`src/rtl/frame_generator_pkg.sv`:
```
// frame_gen_pkg: shared types and constants for the frame generator.
//   state_e       : control FSM states
//   MD_*_LSB      : bit offsets of the metadata fields within the md beat
//   LFSR_SEED/TAPS: 32-bit Fibonacci LFSR, x^32+x^22+x^2+x+1
//   lfsr_next()   : one LFSR step (shift left, feedback into bit 0)
package frame_gen_pkg;

  typedef enum logic [1:0] {
    S_IDLE  = 2'd0,
    S_FRAME = 2'd1,
    S_NEXT  = 2'd2
  } state_e;

  localparam int MD_IDX_LSB   = 0;
  localparam int MD_SIZE_LSB  = 32;
  localparam int MD_BEATS_LSB = 64;

  localparam logic [31:0] LFSR_SEED = 32'h0000_0001;
  // Taps at exponents 32, 22, 2, 1 -> state bits 31, 21, 1, 0.
  localparam logic [31:0] LFSR_TAPS = 32'h8020_0003;

  function automatic logic [31:0] lfsr_next(input logic [31:0] s);
    return {s[30:0], ^(s & LFSR_TAPS)};
  endfunction

endpackage

```
`src/rtl/frame_generator_if.sv`:
```
// frame_generator_if: the two AXI-Stream links driven by the frame generator.
//   axis_df_* : frame data stream (tdata DW bits, tvalid, tready)
//   axis_md_* : metadata stream   (tdata DW bits, tvalid, tready)
//   modport master : generator side
//   modport slave  : consumer side
interface frame_generator_if #(
  parameter int DW = 512
);
  logic [DW-1:0] axis_df_tdata;
  logic          axis_df_tvalid;
  logic          axis_df_tready;
  logic [DW-1:0] axis_md_tdata;
  logic          axis_md_tvalid;
  logic          axis_md_tready;

  modport master (
    output axis_df_tdata, axis_df_tvalid, input axis_df_tready,
    output axis_md_tdata, axis_md_tvalid, input axis_md_tready
  );

  modport slave (
    input  axis_df_tdata, axis_df_tvalid, output axis_df_tready,
    input  axis_md_tdata, axis_md_tvalid, output axis_md_tready
  );
endinterface

```
`src/rtl/frame_generator_lfsr32.sv`:
```
// lfsr32: 32-bit Fibonacci LFSR used as the data-lane pattern source.
// Only compiled when FRAMEGEN_LFSR_EN is defined.
//   clk, resetn : clock, synchronous active-low reset (state -> seed)
//   load        : reseed to LFSR_SEED (wins over advance)
//   advance     : step once
//   q[31:0]     : current state
`ifdef FRAMEGEN_LFSR_EN
module lfsr32
  import frame_gen_pkg::*;
(
  input  logic        clk,
  input  logic        resetn,
  input  logic        load,
  input  logic        advance,
  output logic [31:0] q
);
  logic [31:0] lfsr_d, lfsr_q;

  always_comb begin
    lfsr_d = lfsr_q;
    if (load)         lfsr_d = LFSR_SEED;
    else if (advance) lfsr_d = lfsr_next(lfsr_q);
  end

  always_ff @(posedge clk) begin
    if (!resetn) lfsr_q <= LFSR_SEED;
    else         lfsr_q <= lfsr_d;
  end

  assign q = lfsr_q;
endmodule
`endif

```
`src/rtl/frame_generator.sv`:
```
// frame_generator: synthetic frame source for the datapath AXI-Stream inputs.
// A start strobe launches frames_to_generate frames of frame_size bytes;
// each frame is ceil(frame_size/(DW/8)) data beats (minimum 1) plus one
// metadata beat {beats, frame_size, frame_idx}.
//   clk, resetn            : clock, synchronous active-low reset
//   start                  : launch strobe (ignored unless idle)
//   frames_to_generate     : frame count, sampled on start (0 = ignored)
//   frame_size             : bytes per frame, sampled on start
//   idle                   : registered, high when no run is active/pending
//   axis (master)          : df data stream and md metadata stream
// Build option FRAMEGEN_LFSR_EN: data lanes carry a 32-bit LFSR word,
// reseeded on start, stepped per accepted data beat. Default: lanes carry
// {frame_idx[15:0], beat_idx[15:0]}.
//
// state   | meaning
// S_IDLE  | no run; an accepted start sets start_pend and leaves next cycle
// S_FRAME | df and md beats of the current frame in flight, independently
// S_NEXT  | one-cycle gap; advance frame_idx, end run or start next frame
module frame_generator
  import frame_gen_pkg::*;
#(
  parameter int DW = 512
) (
  input  logic        clk,
  input  logic        resetn,
  input  logic        start,
  input  logic [31:0] frames_to_generate,
  input  logic [31:0] frame_size,
  output logic        idle,
  frame_generator_if.master axis
);
  localparam int BYTES = DW / 8;
  localparam int SHIFT = $clog2(BYTES);
  localparam int LANES = DW / 32;

  state_e      state_d, state_q;
  logic        start_pend_d, start_pend_q;
  logic        idle_d, idle_q;
  logic        df_valid_d, df_valid_q;
  logic        md_valid_d, md_valid_q;
  logic [31:0] count_d, count_q;
  logic [31:0] size_d, size_q;
  logic [31:0] beats_d, beats_q;
  logic [31:0] frame_idx_d, frame_idx_q;
  logic [31:0] beat_idx_d, beat_idx_q;

  logic        start_ok;
  logic        df_fire, md_fire, df_last;
  logic [32:0] size_round;
  logic [31:0] beats_calc;
  logic [31:0] lane_word;
  logic [DW-1:0] md_word;

  assign start_ok = (state_q == S_IDLE) && !start_pend_q && start &&
                    (frames_to_generate != 32'd0);
  assign df_fire  = df_valid_q && axis.axis_df_tready;
  assign md_fire  = md_valid_q && axis.axis_md_tready;
  assign df_last  = df_fire && (beat_idx_q == beats_q - 32'd1);

  // 33-bit round-up so frame_size near 2^32 does not overflow; a zero-byte
  // frame still emits one data beat.
  always_comb begin
    size_round = {1'b0, frame_size} + 33'(BYTES - 1);
    beats_calc = 32'(size_round >> SHIFT);
    if (beats_calc == 32'd0) beats_calc = 32'd1;
  end

  always_comb begin
    state_d      = state_q;
    start_pend_d = start_pend_q;
    df_valid_d   = df_valid_q;
    md_valid_d   = md_valid_q;
    count_d      = count_q;
    size_d       = size_q;
    beats_d      = beats_q;
    frame_idx_d  = frame_idx_q;
    beat_idx_d   = beat_idx_q;

    case (state_q)
      S_IDLE: begin
        if (start_pend_q) begin
          start_pend_d = 1'b0;
          state_d      = S_FRAME;
          df_valid_d   = 1'b1;
          md_valid_d   = 1'b1;
        end else if (start_ok) begin
          start_pend_d = 1'b1;
          count_d      = frames_to_generate;
          size_d       = frame_size;
          beats_d      = beats_calc;
          frame_idx_d  = 32'd0;
          beat_idx_d   = 32'd0;
        end
      end
      S_FRAME: begin
        if (df_fire) beat_idx_d = beat_idx_q + 32'd1;
        if (df_last) df_valid_d = 1'b0;
        if (md_fire) md_valid_d = 1'b0;
        // Leave as soon as the final handshake of either stream lands,
        // so the gap between frames is exactly the S_NEXT cycle.
        if ((!df_valid_q || df_last) && (!md_valid_q || md_fire))
          state_d = S_NEXT;
      end
      S_NEXT: begin
        frame_idx_d = frame_idx_q + 32'd1;
        if (frame_idx_q + 32'd1 == count_q) begin
          state_d = S_IDLE;
        end else begin
          state_d    = S_FRAME;
          beat_idx_d = 32'd0;
          df_valid_d = 1'b1;
          md_valid_d = 1'b1;
        end
      end
      default: state_d = S_IDLE;
    endcase

    idle_d = (state_d == S_IDLE) && !start_pend_d;
  end

  always_ff @(posedge clk) begin
    if (!resetn) begin
      state_q      <= S_IDLE;
      start_pend_q <= 1'b0;
      idle_q       <= 1'b1;
      df_valid_q   <= 1'b0;
      md_valid_q   <= 1'b0;
      count_q      <= 32'd0;
      size_q       <= 32'd0;
      beats_q      <= 32'd0;
      frame_idx_q  <= 32'd0;
      beat_idx_q   <= 32'd0;
    end else begin
      state_q      <= state_d;
      start_pend_q <= start_pend_d;
      idle_q       <= idle_d;
      df_valid_q   <= df_valid_d;
      md_valid_q   <= md_valid_d;
      count_q      <= count_d;
      size_q       <= size_d;
      beats_q      <= beats_d;
      frame_idx_q  <= frame_idx_d;
      beat_idx_q   <= beat_idx_d;
    end
  end

`ifdef FRAMEGEN_LFSR_EN
  lfsr32 u_lfsr (
    .clk     (clk),
    .resetn  (resetn),
    .load    (start_ok),
    .advance (df_fire),
    .q       (lane_word)
  );
`else
  assign lane_word = {frame_idx_q[15:0], beat_idx_q[15:0]};
`endif

  always_comb begin
    md_word = '0;
    md_word[MD_IDX_LSB   +: 32] = frame_idx_q;
    md_word[MD_SIZE_LSB  +: 32] = size_q;
    md_word[MD_BEATS_LSB +: 32] = beats_q;
  end

  // tdata is forced to zero whenever its stream is not valid; the source
  // registers only change on acceptance, so payload holds while stalled.
  assign axis.axis_df_tdata  = df_valid_q ? {LANES{lane_word}} : '0;
  assign axis.axis_df_tvalid = df_valid_q;
  assign axis.axis_md_tdata  = md_valid_q ? md_word : '0;
  assign axis.axis_md_tvalid = md_valid_q;
  assign idle                = idle_q;

endmodule

```
`src/flat_wrapper.sv`:
```
// flat-port wrapper written by rule: the top's interface ports become plain ports
module frame_generator_flat import frame_gen_pkg::*;
#(
  parameter int DW = 512
)
  (clk, resetn, start, frames_to_generate, frame_size, idle, axis_axis_df_tdata, axis_axis_df_tvalid, axis_axis_df_tready, axis_axis_md_tdata, axis_axis_md_tvalid, axis_axis_md_tready);
  frame_generator_if #(.DW(DW)) axis_i ();
  input  logic clk;
  input  logic resetn;
  input  logic start;
  input  logic [31:0] frames_to_generate;
  input  logic [31:0] frame_size;
  output logic idle;
  output wire logic [$bits(axis_i.axis_df_tdata)-1:0] axis_axis_df_tdata;
  output wire logic [$bits(axis_i.axis_df_tvalid)-1:0] axis_axis_df_tvalid;
  input wire logic [$bits(axis_i.axis_df_tready)-1:0] axis_axis_df_tready;
  output wire logic [$bits(axis_i.axis_md_tdata)-1:0] axis_axis_md_tdata;
  output wire logic [$bits(axis_i.axis_md_tvalid)-1:0] axis_axis_md_tvalid;
  input wire logic [$bits(axis_i.axis_md_tready)-1:0] axis_axis_md_tready;
  assign axis_axis_df_tdata = axis_i.axis_df_tdata;
  assign axis_axis_df_tvalid = axis_i.axis_df_tvalid;
  assign axis_i.axis_df_tready = axis_axis_df_tready;
  assign axis_axis_md_tdata = axis_i.axis_md_tdata;
  assign axis_axis_md_tvalid = axis_i.axis_md_tvalid;
  assign axis_i.axis_md_tready = axis_axis_md_tready;
  frame_generator #(.DW(DW)) u_core (.clk(clk), .resetn(resetn), .start(start), .frames_to_generate(frames_to_generate), .frame_size(frame_size), .idle(idle), .axis(axis_i));
endmodule
```
`config.mk`:
```
export PLATFORM = sky130hd
export DESIGN_NAME = frame_generator_flat
export DESIGN_NICKNAME = d
export VERILOG_FILES = /design/src/rtl/frame_generator_pkg.sv /design/src/rtl/frame_generator_if.sv /design/src/rtl/frame_generator_lfsr32.sv /design/src/rtl/frame_generator.sv /design/src/flat_wrapper.sv
export SDC_FILE = /design/constraint.sdc
export NUM_CORES = 1
export LEC_CHECK = 0
export CAP_MARGIN = 30
export CORE_AREA = 4 4 429 431
export CTS_CLUSTER_SIZE = 30
export DETAILED_ROUTE_END_ITERATION = 6
export DIE_AREA = 0 0 433 435
export GPL_TIMING_DRIVEN = 0
export SLEW_MARGIN = 20
export SYNTH_ARGS = -nofsm -noshare
export SYNTH_HDL_FRONTEND = slang
export SYNTH_SLANG_ARGS = --single-unit
```
`constraint.sdc`:
```
create_clock -name clk -period 4.15 [get_ports clk]
set_clock_uncertainty 0.05 [all_clocks]
set_input_delay 0.415 -clock clk [delete_from_list [all_inputs] [get_ports clk]]
set_output_delay 0.415 -clock clk [all_outputs]
set_load 0.1 [all_outputs]
```
## After elaboration in Yosys (flattened, before gate mapping)

Cells that the tools add are included.
Widths: inputs -> output; s select.

| storage, ports and cells | value |
|---|---|
| register bits | 166 |
| latch bits | 0 |
| memory bits (writable) | 0 |
| ROM bits | 0 |
| input port bits | 69 |
| output and inout bits | 1027 |
| word-level logic and storage cells | 73 |
| memories | 0 |

| cells by class | value |
|---|---|
| add/sub/neg operators | 4 |
| multiply operators | 0 |
| div/mod/pow operators | 0 |
| order comparisons | 0 |
| equal/unequal tests | 11 |
| shift operators | 0 |
| mux-type cells | 22 |
| bitwise logic cells | 1 |
| reductions and logical operators | 25 |

Operators with widths:

| operator | number |
|---|---|
| $mux 512 | 1 |
| $mux 32 | 4 |
| $mux 96 | 1 |
| $pmux 32 s3 | 1 |
| $add 32x1->32 const B | 2 |
| $eq 32x32->1 | 2 |
| $pmux 32 s2 | 1 |
| $add 32x6->33 const B | 1 |
| $logic_not 32->1 | 1 |
| $reduce_bool 32->1 | 1 |
| $sub 32x1->32 const B | 1 |
| $mux 27 | 1 |
| $ne 2x1->1 const B | 5 |
| $logic_and 1x1->1 | 8 |
| $mux 1 | 8 |
| $reduce_and 4->1 | 2 |
| $pmux 1 s3 | 2 |
| $pmux 2 s3 | 1 |
| $reduce_and 3->1 | 2 |
| $reduce_and 5->1 | 1 |
| $logic_not 1->1 | 4 |
| $logic_not 2->1 | 2 |
| $mux 2 | 2 |
| $ne 2x2->1 const B | 2 |
| other kinds (6) | 7 |

## Depth between registers and ports, before layout

| logic depth | value |
|---|---|
| depth after elaboration | 9 |
| gate-level depth with buffers | 12 |
| depth with buffers taken out | 10 |

## Worst setup path after synthesis

Ideal clock, no wire load.

| timing path | value |
|---|---|
| path kind | register to output |
| start | reg u_core.df_valid_q (netlist: u_core.axis.axis_df_tvalid) |
| end | out axis_axis_df_tdata[110] |
| data arrival time | 3.672 ns |
| data required time | 3.685 ns |
| setup slack | 0.013 ns |
| stages on the path, launching flop included | 5 |
| buffers on the path | 2 |
| cell sequence | dfxtp_1 > inv_1 > clkbuf_1 > nor2_1 > buf_4 |

| between the ends | value |
|---|---|
| word-level cells in the longest chain between the ends | 1 |

Ends and longest elaborated chain:

| element | RTL line | text |
|---|---|---|
| from (decl) | frame_generator.sv:39 | `logic df_valid_d, df_valid_q;` |
| from (signal assigned) | frame_generator.sv:137 | `df_valid_q <= df_valid_d;` |
| $mux 512 | frame_generator.sv:168 | `assign axis.axis_df_tdata = df_valid_q ? {LANES{lane_word}} : '0;` |
| to (decl) | flat_wrapper.sv:14 | `output wire logic [$bits(axis_i.axis_df_tdata)-1:0] axis_axis_df_tdata;` |

Every way passes these cells.

## Final worst setup path

| timing path | value |
|---|---|
| start | reg u_core.frame_idx_q[1] |
| end | reg u_core.beat_idx_q[14] |

| between the ends | value |
|---|---|
| word-level cells in the longest chain between the ends | 4 |

Ends and longest elaborated chain:

| element | RTL line | text |
|---|---|---|
| from (decl) | frame_generator.sv:44 | `logic [31:0] frame_idx_d, frame_idx_q;` |
| from (signal assigned) | frame_generator.sv:142 | `frame_idx_q <= frame_idx_d;` |
| $add 32x1->32 | frame_generator.sv:106 | `if (frame_idx_q + 32'd1 == count_q) begin` |
| $eq 32x32->1 | frame_generator.sv:106 |  |
| $ne 2x2->1 (no line) | - |  |
| $reduce_and 5->1 (no line) | - |  |
| to (signal assigned) | frame_generator.sv:143 | `beat_idx_q <= beat_idx_d;` |
| to (decl) | frame_generator.sv:45 | `logic [31:0] beat_idx_d, beat_idx_q;` |

Every way passes these cells.
A chain may end at the register's enable or synchronous reset.

==> results.md <==
- Seq pwr share: 26.1%
- Distinct cells, synth: 75
- Endpoint type of the worst setup path: flop
- PnR worst setup slack: 0.213 ns
- Status: completed
- Final Net Count: 3599
- Routed WL: 89300 µm
- CTS clk-pin slew, worst paths: approximately 0.080 ns
- Comb power frac: 48.3%
- Leak Pwr: 13.8 nW
- Synth top cells by count: buf_4 (901), nand2_1 (225), dfxtp_1 (161)
- Number of synthesized flops with an enable pin: 0
- Layout cell share with drive strength beyond 1: 34.9%
- Critical path arrival: 4.30 ns
- RD Place Congestion: 0.892
- Worst Path Required: 4.51 ns
- Synth top area share: between 30% and 40%
- Clock share of power: 25.6%
- Die Y-Extent: 435 µm
- Final period util: 94.9%
- H-tree depth: 4
- Synth area leaders: buf_4 (39%), dfxtp_1 (18%), nand2_1 (4.8%)
- Worst vdd ir: about 0.0003 V
- Routed Antenna Nets: 0
- Clock tree root driver cell: clkbuf_16
- Fmax achieved: roughly 250 MHz
- Vias post-DR: 18300
- Area grow syn2layout: 72.3%
- Sequential area share after synthesis: a little under a fifth
- Fin crit period: 3.94 ns
- Detail-routed net length per standard cell: roughly 15 µm
- Clock sink total: about 160
- Crit start category: flop
- WHS: 0.249 ns
- Die footprint: 188000 µm²
- Internal cell power: 3.11 mW
- Sw Share: a little over half
- Number of global-route vias before repair: 16900
- Drt pass-1 iters: 6
- Unrepaired setup endpoints after global routing: false
- Setup WS pre-CTS: -1.01 ns
- Initial antenna violation count: 19
- Psw: ~3.6 mW
- Initial Utilization: 9.70%
- Clk_lat worst skew: 0.50 ns
- First-iteration detailed-routing DRC count: about 1100
- Slew @ Worst Pin: 1.04 ns
- Total track usage: under 10%
- Slew Viols, Final: 0
- Most frequent cell after synthesis: buf_4
- Row count: ~160
- Number of port buffers: 673
- Largest net degree at the start of global routing: 20
- Core area: 180000 µm²
- Primary FF master, synth: dfxtp_1
- Mapped Area: 17500 µm²
- CTS tree: yes
- Critical Path Fanout Max: 10
- Power per cell area: 222 nW/µm²
- Io pins: 1096
- Grt total ovfl: 0
- Mapped Cells: 2380
- Synth async-reset ratio: 0%
- Hpwl dp: 77100 µm
- Hold WC Path Type: input pin to flop
- Synth warn: 0
- # setup viols final: 0
- Via density per instance: 3.09
- Mean Syn Cell Area: around 7.3 µm²
- TritonCTS Buffers: 17
- FF+latch count, synth: 161
- First-pass GRT wire length: 122000 µm
- Yosys top cell by area: buf_4
- Remaining DRCs: 0
- Final number of hold-violating endpoints: 0
- Max_cap viols: 0
- Die width: 433 µm
- Clock buffer depth: 2
- Rel. slew slack: 30.6%
- CP Class: flop to flop
==> worst paths after layout <==
kind                              start                     to  slack [ns]  cells past startpoint
setup / recovery  u_core.frame_idx_q[1]  u_core.beat_idx_q[14]        0.21                     11
hold / removal           frame_size[18]      u_core.size_q[18]        0.25                      3
setup reg to reg  u_core.frame_idx_q[1]  u_core.beat_idx_q[14]        0.21                     11
hold reg to reg        u_core.size_q[6]       u_core.size_q[6]        0.40                      2
==> power groups by stage <==
stage	Combinational [mW]	Clock, mW	Sequential [mW]
floorplan	2.69	0	1.75
global placement	3.15	0	1.78
detailed placement	3.21	0	1.78
CTS	3.21	1.76	1.75
global route	3.37	1.81	1.76
finish	3.23	1.72	1.75
==> through the flow <==
stage               TNS, ns  area [µm²]  total power [mW]  std cells  util [%]
floorplan                 0       19000              4.44       2800         -
global placement    -292.19       28700              4.93       5843      16.0
global route              0       30100              6.94       5928      16.7
detailed placement   -48.00       29400              4.99       5877      16.3
CTS                       0       30000              6.72       5908      16.7
finish                    0       30100              6.70       5930      16.7
==> routing by layer <==
layer	track usage, %	wire length, µm
met4	4.89	4600
met2	17.0	47800
met1	9.21	31100
met3	1.39	5840
met5	0	0
==> cells by family (layout without fill, tap and decap cells) <==
kind of cell	after synthesis	after routing	share of synthesized area, %
buffers and inverters	1041	1781	41.9
muxes	13	13	0.774
other	1	441	0.0215
xor gates and xnor gates	94	94	4.71
adders and majority gates	3	3	0.215
and+or+nand+nor	730	730	21.8
DFF	161	161	18.5
AOI/OAI and AO/OA	337	337	12.2
==> area by class of cell <==
cell class	instances	area, µm²
tap	2370	2970
clock inverter	15	179
clock buffer	17	425
multi-input combinational	1598	8580
fill	20500	150000
timing repair buffer	709	7370
inverter	25	93.8
buffer	1015	7220
antenna	20	50.0
sequential	161	3220
==> cell usage in the layout (no fill, tap or decap), types with 20 or more instances in the layout <==
cell type,synthesis,routed
clkdlybuf4s15_1,0,22
a211oi_1,30,30
buf_2,12,23
o21ai_0,62,62
nand4_1,46,46
conb_1,1,421
xor2_1,42,42
dlygate4sd2_1,0,161
inv_1,24,24
and2_1,125,114
buf_4,901,908
a31oi_1,24,24
dfxtp_1,161,161
nor2_1,110,103
nand3_1,45,45
a21oi_1,135,134
clkdlybuf4s50_1,0,288
xnor2_1,52,52
nor4_1,33,32
clkdlybuf4s15_2,0,187
clkbuf_1,99,95
nand2_1,225,225
diode_2,0,20
nor3_1,45,44
==> worst max-delay path: stages (launching register included) <==
cell and delay (ns):
dfxtp_1 0.54, ha_1 0.21, buf_2 0.21, nand4_4 0.21
nor4_4 0.52, nand4_1 0.23, a221oi_1 0.38, nand4_1 0.21
nor4_4 0.63, a21oi_2 0.20, buf_6 0.21, o32ai_2 0.23
==> state kept, by name, indices dropped and copies added (netlist names) <==
name	cells
u_core.count_q	32
u_core.axis.axis_md_tvalid	1
u_core.beats_q	27
u_core.state_q	2
u_core.axis.axis_df_tvalid	1
u_core.start_pend_q	1
u_core.size_q	32
u_core.beat_idx_q	32
u_core.idle	1
u_core.frame_idx_q	32
==> timing repair <==
item | 4_1_cts | 5_1_grt
cloned | 0 | 0
setup buffers | 0 | 1
endpoints found under the setup margin | 521 | 15
gates resized for setup | 784 | 6
hold buffers | 0 | 0
pin swaps | 0 | 1
Note: power is estimated with default switching activity, not from simulation.
